File: src/rtl/mem_access_pkg.sv
// Shared defines for the MEM-stage data-bus master: ALUOp codes, bus size and FSM state encodings.
// Latency: n/a (constants only).
// Backpressure: n/a.
package mem_access_pkg;

    // Memory ALUOp codes (8-bit shared ALUOp bus)
    localparam logic [7:0] OP_LB   = 8'h30;
    localparam logic [7:0] OP_LBU  = 8'h31;
    localparam logic [7:0] OP_LH   = 8'h32;
    localparam logic [7:0] OP_LHU  = 8'h33;
    localparam logic [7:0] OP_LW   = 8'h34;
    localparam logic [7:0] OP_LL   = 8'h35;
    localparam logic [7:0] OP_LWL  = 8'h36;
    localparam logic [7:0] OP_LWR  = 8'h37;
    localparam logic [7:0] OP_SB   = 8'h38;
    localparam logic [7:0] OP_SH   = 8'h39;
    localparam logic [7:0] OP_SW   = 8'h3A;
    localparam logic [7:0] OP_SC   = 8'h3B;
    localparam logic [7:0] OP_SWL  = 8'h3C;
    localparam logic [7:0] OP_SWR  = 8'h3D;
    localparam logic [7:0] OP_ADDU = 8'h01;

    // bus_size encoding
    localparam logic [1:0] SZ_BYTE = 2'd0;
    localparam logic [1:0] SZ_HALF = 2'd1;
    localparam logic [1:0] SZ_WORD = 2'd2;

    // FSM state encoding
    localparam logic [2:0] ST_IDLE  = 3'd0;
    localparam logic [2:0] ST_REQ   = 3'd1;
    localparam logic [2:0] ST_RESP  = 3'd2;
    localparam logic [2:0] ST_DONE  = 3'd3;
    localparam logic [2:0] ST_DRAIN = 3'd4;

endpackage

File: src/rtl/mem_access_store_align.sv
// Decodes a memory op into bus size, aligned address, byte enables, lane-aligned store data and alignment fault.
// Latency: purely combinational.
// Backpressure: none; inputs are expected to be held by the caller while stalled.
module mem_store_align
    import mem_access_pkg::*;
#(
    parameter int ADDR_W  = 32,
    parameter int ALUOP_W = 8
) (
    input  logic [ALUOP_W-1:0] aluop,
    input  logic [ADDR_W-1:0]  vaddr,
    input  logic [31:0]        st_data,
    output logic               is_load,
    output logic               is_store,
    output logic               is_sc,
    output logic               fault,
    output logic [1:0]         size,
    output logic [ADDR_W-1:0]  addr,
    output logic [3:0]         wen,
    output logic [31:0]        wdata
);

    logic [1:0]        a;
    logic [ADDR_W-1:0] word_addr;

    assign a         = vaddr[1:0];
    assign word_addr = {vaddr[ADDR_W-1:2], 2'b00};

    // Per-op decode; unaligned-word ops (LWL/LWR/SWL/SWR) never fault
    always_comb begin
        is_load  = 1'b0;
        is_store = 1'b0;
        is_sc    = 1'b0;
        fault    = 1'b0;
        size     = SZ_WORD;
        addr     = word_addr;
        wen      = 4'b0000;
        wdata    = 32'h0;
        case (aluop)
            ALUOP_W'(OP_LB), ALUOP_W'(OP_LBU): begin
                is_load = 1'b1;
                size    = SZ_BYTE;
                addr    = vaddr;
            end
            ALUOP_W'(OP_LH), ALUOP_W'(OP_LHU): begin
                is_load = 1'b1;
                size    = SZ_HALF;
                addr    = vaddr;
                fault   = a[0];
            end
            ALUOP_W'(OP_LW), ALUOP_W'(OP_LL): begin
                is_load = 1'b1;
                fault   = (a != 2'b00);
            end
            ALUOP_W'(OP_LWL), ALUOP_W'(OP_LWR): begin
                is_load = 1'b1;
            end
            ALUOP_W'(OP_SB): begin
                is_store = 1'b1;
                size     = SZ_BYTE;
                addr     = vaddr;
                wen      = 4'b0001 << a;
                wdata    = {4{st_data[7:0]}};
            end
            ALUOP_W'(OP_SH): begin
                is_store = 1'b1;
                size     = SZ_HALF;
                addr     = vaddr;
                fault    = a[0];
                wen      = a[1] ? 4'b1100 : 4'b0011;
                wdata    = {2{st_data[15:0]}};
            end
            ALUOP_W'(OP_SW), ALUOP_W'(OP_SC): begin
                is_store = 1'b1;
                is_sc    = (aluop == ALUOP_W'(OP_SC));
                fault    = (a != 2'b00);
                wen      = 4'b1111;
                wdata    = st_data;
            end
            ALUOP_W'(OP_SWL): begin
                is_store = 1'b1;
                wen      = 4'b1111 >> (2'd3 - a);
                wdata    = st_data >> {2'd3 - a, 3'b000};
            end
            ALUOP_W'(OP_SWR): begin
                is_store = 1'b1;
                wen      = 4'b1111 << a;
                wdata    = st_data << {a, 3'b000};
            end
            default: ;
        endcase
    end

endmodule

File: src/rtl/mem_access.sv
// MEM-stage data-bus master: issues one aligned request per load/store and registers the result for WriteBack.
// Latency: op at cycle 0, bus_en at cycle 1, DONE at cycle 2 on a zero-wait bus.
// Backpressure: stallreq holds the pipeline until data_ok; DONE holds results until adv.
module mem_access
    import mem_access_pkg::*;
#(
    parameter int ADDR_W  = 32,
    parameter int ALUOP_W = 8
) (
    input  logic               clk,
    input  logic               resetn,
    input  logic               op_valid,
    input  logic [ALUOP_W-1:0] aluop,
    input  logic [ADDR_W-1:0]  vaddr,
    input  logic [31:0]        st_data,
    input  logic               llbit,
    input  logic               flush,
    input  logic               adv,
    output logic               bus_en,
    output logic [3:0]         bus_wen,
    output logic [1:0]         bus_size,
    output logic [ADDR_W-1:0]  bus_addr,
    output logic [31:0]        bus_wdata,
    input  logic               bus_addr_ok,
    input  logic               bus_data_ok,
    input  logic [31:0]        bus_rdata,
    output logic [31:0]        m_rdata,
    output logic [ADDR_W-1:0]  m_vaddr,
    output logic               adel,
    output logic               ades,
    output logic               stallreq
);

    logic [2:0]        state_q, state_d;
    logic [3:0]        wen_q, wen_d;
    logic [1:0]        size_q, size_d;
    logic [ADDR_W-1:0] addr_q, addr_d;
    logic [31:0]       wdata_q, wdata_d;
    logic [31:0]       m_rdata_q, m_rdata_d;
    logic [ADDR_W-1:0] m_vaddr_q, m_vaddr_d;

    logic              is_load, is_store, is_sc, fault;
    logic [1:0]        dec_size;
    logic [ADDR_W-1:0] dec_addr;
    logic [3:0]        dec_wen;
    logic [31:0]       dec_wdata;
    logic              start;
    logic [31:0]       resp_word;

    mem_store_align #(
        .ADDR_W  (ADDR_W),
        .ALUOP_W (ALUOP_W)
    ) u_align (
        .aluop    (aluop),
        .vaddr    (vaddr),
        .st_data  (st_data),
        .is_load  (is_load),
        .is_store (is_store),
        .is_sc    (is_sc),
        .fault    (fault),
        .size     (dec_size),
        .addr     (dec_addr),
        .wen      (dec_wen),
        .wdata    (dec_wdata)
    );

    assign start = (state_q == ST_IDLE) & op_valid & (is_load | is_store) & ~fault & ~flush;

    // A load leaves wen all-zero, so the latched wen tells loads from stores at response time
    assign resp_word = (wen_q == 4'b0000) ? bus_rdata : 32'h0;

    // Next-state: single outstanding request; flushes after acceptance must drain the response
    always_comb begin
        state_d   = state_q;
        wen_d     = wen_q;
        size_d    = size_q;
        addr_d    = addr_q;
        wdata_d   = wdata_q;
        m_rdata_d = m_rdata_q;
        m_vaddr_d = m_vaddr_q;
        case (state_q)
            ST_IDLE: begin
                if (start) begin
                    if (is_sc && !llbit) begin
                        // Failed SC: no bus access, result word is zero
                        state_d   = ST_DONE;
                        m_rdata_d = 32'h0;
                        m_vaddr_d = vaddr;
                    end else begin
                        state_d = ST_REQ;
                        wen_d   = dec_wen;
                        size_d  = dec_size;
                        addr_d  = dec_addr;
                        wdata_d = dec_wdata;
                    end
                end
            end
            ST_REQ: begin
                if (flush) begin
                    state_d = (bus_addr_ok && !bus_data_ok) ? ST_DRAIN : ST_IDLE;
                end else if (bus_addr_ok) begin
                    if (bus_data_ok) begin
                        state_d   = ST_DONE;
                        m_rdata_d = resp_word;
                        m_vaddr_d = vaddr;
                    end else begin
                        state_d = ST_RESP;
                    end
                end
            end
            ST_RESP: begin
                if (bus_data_ok) begin
                    if (flush) begin
                        state_d = ST_IDLE;
                    end else begin
                        state_d   = ST_DONE;
                        m_rdata_d = resp_word;
                        m_vaddr_d = vaddr;
                    end
                end else if (flush) begin
                    state_d = ST_DRAIN;
                end
            end
            ST_DONE: begin
                if (flush || adv) state_d = ST_IDLE;
            end
            ST_DRAIN: begin
                if (bus_data_ok) state_d = ST_IDLE;
            end
            default: state_d = ST_IDLE;
        endcase
    end

    // State and result registers
    always_ff @(posedge clk or negedge resetn) begin
        if (!resetn) begin
            state_q   <= ST_IDLE;
            wen_q     <= 4'b0000;
            size_q    <= 2'd0;
            addr_q    <= '0;
            wdata_q   <= 32'h0;
            m_rdata_q <= 32'h0;
            m_vaddr_q <= '0;
        end else begin
            state_q   <= state_d;
            wen_q     <= wen_d;
            size_q    <= size_d;
            addr_q    <= addr_d;
            wdata_q   <= wdata_d;
            m_rdata_q <= m_rdata_d;
            m_vaddr_q <= m_vaddr_d;
        end
    end

    assign bus_en    = (state_q == ST_REQ);
    assign bus_wen   = wen_q;
    assign bus_size  = size_q;
    assign bus_addr  = addr_q;
    assign bus_wdata = wdata_q;
    assign m_rdata   = m_rdata_q;
    assign m_vaddr   = m_vaddr_q;
    assign adel      = op_valid & is_load & fault;
    assign ades      = op_valid & is_store & fault;
    assign stallreq  = start | (state_q == ST_REQ) | (state_q == ST_RESP) | (state_q == ST_DRAIN);

endmodule

File: config.mk
export PLATFORM = sky130hd
export DESIGN_NAME = mem_access
export DESIGN_NICKNAME = d
export VERILOG_FILES = /design/src/rtl/mem_access_pkg.sv /design/src/rtl/mem_access_store_align.sv /design/src/rtl/mem_access.sv
export SDC_FILE = /design/constraint.sdc
export NUM_CORES = 1
export LEC_CHECK = 0
export ABC_CLOCK_PERIOD_IN_PS = 2200
export CAP_MARGIN = 20
export CORE_MARGIN = 8
export CORE_UTILIZATION = 46
export CTS_BUF_LIST = sky130_fd_sc_hd__clkbuf_8 sky130_fd_sc_hd__clkbuf_16
export CTS_CLUSTER_SIZE = 30
export DETAILED_ROUTE_END_ITERATION = 10
export PLACE_DENSITY_LB_ADDON = 0.1
export REMOVE_ABC_BUFFERS = 1
export SYNTH_ARGS = -nofsm -noshare
export SYNTH_HDL_FRONTEND = slang
export SYNTH_SLANG_ARGS = --single-unit
File: constraint.sdc
create_clock -name clk -period 2.2 [get_ports clk]
set_input_delay 0.44 -clock clk [delete_from_list [all_inputs] [get_ports clk]]
set_output_delay 0.44 -clock clk [all_outputs]
set_load 0.02 [all_outputs]
==> qor.csv, run 1 <==
metric,value,unit
Hold Crit Endpoint,bus_wdata[28]$_DFFE_PN0P_,
Max Cap Viol,0,
FF-to-FF End,m_vaddr[9]$_DFFE_PN0P_,
"Cell Area, Synth",0.00706,mm²
Rows,45,
count of flip-flops with a built-in enable after synthesis,0,
CP cell instances,clkdlybuf4s15_1 > buf_4 > a31oi_4 > nand3_4 > a211oi_4 > or2_4 > buf_6,
post-synth top area cell,dfrtp_1,
crit end category,output pin,
placeable core area,0.0151,mm²
vias in the first global route,6668,
final setup fails,0,
"top cells by area, synth","dfrtp_1 49%, mux2_2 7.7%, mux2_4 6.0%",
Starting DRT DRC Count,388,
Residual DRC,0,
global-route wire length before repair,37600,µm
number of diodes,0,
run status,completed,
DRT antenna net count,0,
worst r2r src,state_q[0]$_DFFE_PN0P_,
worst endpoint data arrival time,1720,ps
grt met1 use,0.286,
Starting Density,0.468,
met2 Use GR,0.400,
slew margin rel.,0.498,
fmax,464,MHz
Yosys top cell area share,0.485,
Vias/cell,5.79,
Final #Nets,994,
Leak,5.05,nW
Sink Count,137,
TritonCTS Buffers,17,
Initial DRT Pass Iterations,5,
register area share after synthesis,0.485,
GRT busiest layer,met2,
CTS H-Tree Depth,4,
Avg Inst Size Synth,12.5,µm²
final worst path period need,2160,ps
"Slew Viols, Final",0,
hold crit path type,reg -> reg,
placed cells,1042,
most common cell in the netlist,dfrtp_1,
grt ovf,0,
worst endpoint required time,1760,ps
die area,0.0196,mm²
Synth warnings,0,
Clock Skew,7.72,ps
DP HPWL,17500,µm
"FF+latch count, synth",137,
Layout area overhead,55.2,%
final worst slack,43.2,ps
GP Congestion,0.876,
Die H,140,µm
"CP delay by family, top",buffers and inverters,
"Async S/R FF share, synth",1.00,
root buf cell,clkbuf_16,
Crit path largest cell delay,250,ps
worst-margin pin slew,747,ps
VDD IR-drop max,0.499,mV
non-filler instance count after layout,1083,
clk buf depth,2,
Global Route met3 Usage,0.0832,
worst skew pair latency,410,ps
final hold violation count,0,
Worst setup SP type,input pin,
hold_sp,bus_wdata[28]$_DFFE_PN0P_,
dpl ws,-635,ps
critical-path maximum fanout,4,
Syn Inst Count,565,
Reg2Reg Setup Slack,130,ps
final period utilization,0.980,
Worst Reg-to-Reg Cells,7,
Netlist cell types,67,
critical path class,in -> out,
total power,6.44,mW
Post-synth top cells,"137 x dfrtp_1, 48 x mux2_2, 41 x a22o_1",
CP max-delay cell,clkdlybuf4s15_1,
IO Port Bufs,249,
Global Route Usage Sum,0.241,
dominant synthesized flop cell,dfrtp_1,
vias,6275,
initial antenna violation count,0,
Cell Pwr Density,588,mW/mm²
WL/cell,22.4,µm
I/O pin count,250,
proportion of layout cells with a drive suffix above 1,0.256,
Hold Path Cell Cnt,1,
Die X,140,µm
Post-Route WL,24200,µm
CTS tree,built,
WP buf/inv,3,
Clock transition at path regs,60,ps
largest net degree at the start of global routing,46,
==> what timing repair did <==
action,4_1_cts,5_1_grt
hold endpoints to repair,41,0
cloned,0,1
buffers inserted,4,3
setup endpoints to repair,41,74
resized for setup,31,21
hold buffers,1,0
pin swaps,3,8
==> where the power goes <==
| part | switching (mW) | internal (mW) | total, mW |
|---|---|---|---|
| Sequential | 0.0659 | 2.64 | 2.71 |
| Combinational | 0.559 | 0.612 | 1.17 |
| Clock | 1.13 | 1.44 | 2.57 |
==> state kept, by name (all words and copies together), names as in the netlist <==
name	count
bus_wen	4
bus_size	2
bus_wdata	32
m_vaddr	32
state_q	3
m_rdata	32
bus_addr	32
==> cell families (layout without fill, tap and decap cells) <==
kind of cell,Yosys count,in the layout,share of synthesized area
XOR/XNOR,1,1,0.00124
multiplexers,127,127,0.212
AO/OA/AOI/OAI,150,150,0.176
AND/OR/NAND/NOR,98,98,0.0808
buffers and inverters,52,382,0.0450
flip-flops,137,137,0.485
==> how the worst max path moves through the flow <==
stage	start	endpoint	slack, ps	cells after the start
after CTS	aluop[0]	stallreq	-60	7
after global placement	vaddr[1]	stallreq	-570	7
final	aluop[1]	stallreq	40	7
after detailed placement	aluop[1]	stallreq	-630	7
after global routing	aluop[1]	stallreq	-10	7
after floorplan	state_q[0]$_DFFE_PN0P_	m_vaddr[0]$_DFFE_PN0P_	-2790	3
==> cell usage in the layout, fill, tap and decap left out, types with 5 or more instances in the layout <==
master	n
clkdlybuf4s50_1	233
dfrtp_1	137
buf_4	82
mux2_2	47
a22o_1	41
mux2i_1	40
mux2_4	29
o2bb2ai_1	27
nand2_1	21
clkbuf_16	18
nor2_1	17
nor3_1	12
a21oi_1	11
mux2_1	10
a211oi_1	9
o21ai_0	8
inv_1	8
nor2b_1	8
buf_12	8
a32o_1	7
o221ai_1	7
a221oi_1	6
dlymetal6s2s_1	6
nand4_1	5
buf_6	5
==> stage by stage <==
step                area (µm²)  TNS [ps]  hold slack (ps)  utilization
CTS                      10800     -59.0              492        0.718
detailed placement       10200    -56530              401        0.679
finish                   11000         0              487        0.727
global placement         10200    -53950              394        0.679
floorplan                 6770   -182800              144            -
global route             11000     -12.0              498        0.727
==> per-layer routing <==
layer  vias to the layer above  routed length, µm
li1                       2817                  -
met1                      3086               9610
met2                       322              11800
met3                        50               2240
met4                         0                587
met5                         -                  0
==> layout make-up <==
type,count,area [µm²]
Clock buffer,17,425
Clock inverter,15,103
Fill cell,1099,4130
Inverter,7,26.3
Multi-Input combinational cell,376,3420
Sequential cell,137,3430
Tap cell,188,235
Timing Repair Buffer,343,3330
Note: power is estimated with default switching activity, not from simulation.
==> inputs of run 2 (changes only) <==
--- a/config.mk
+++ b/config.mk
@@ -17,3 +17,4 @@
 export SYNTH_ARGS = -nofsm -noshare
 export SYNTH_HDL_FRONTEND = slang
 export SYNTH_SLANG_ARGS = --single-unit
+export TNS_END_PERCENT = 30
==> results of run 2 <==
No change in the layout: final DEF, timing and power equal those of run 1.
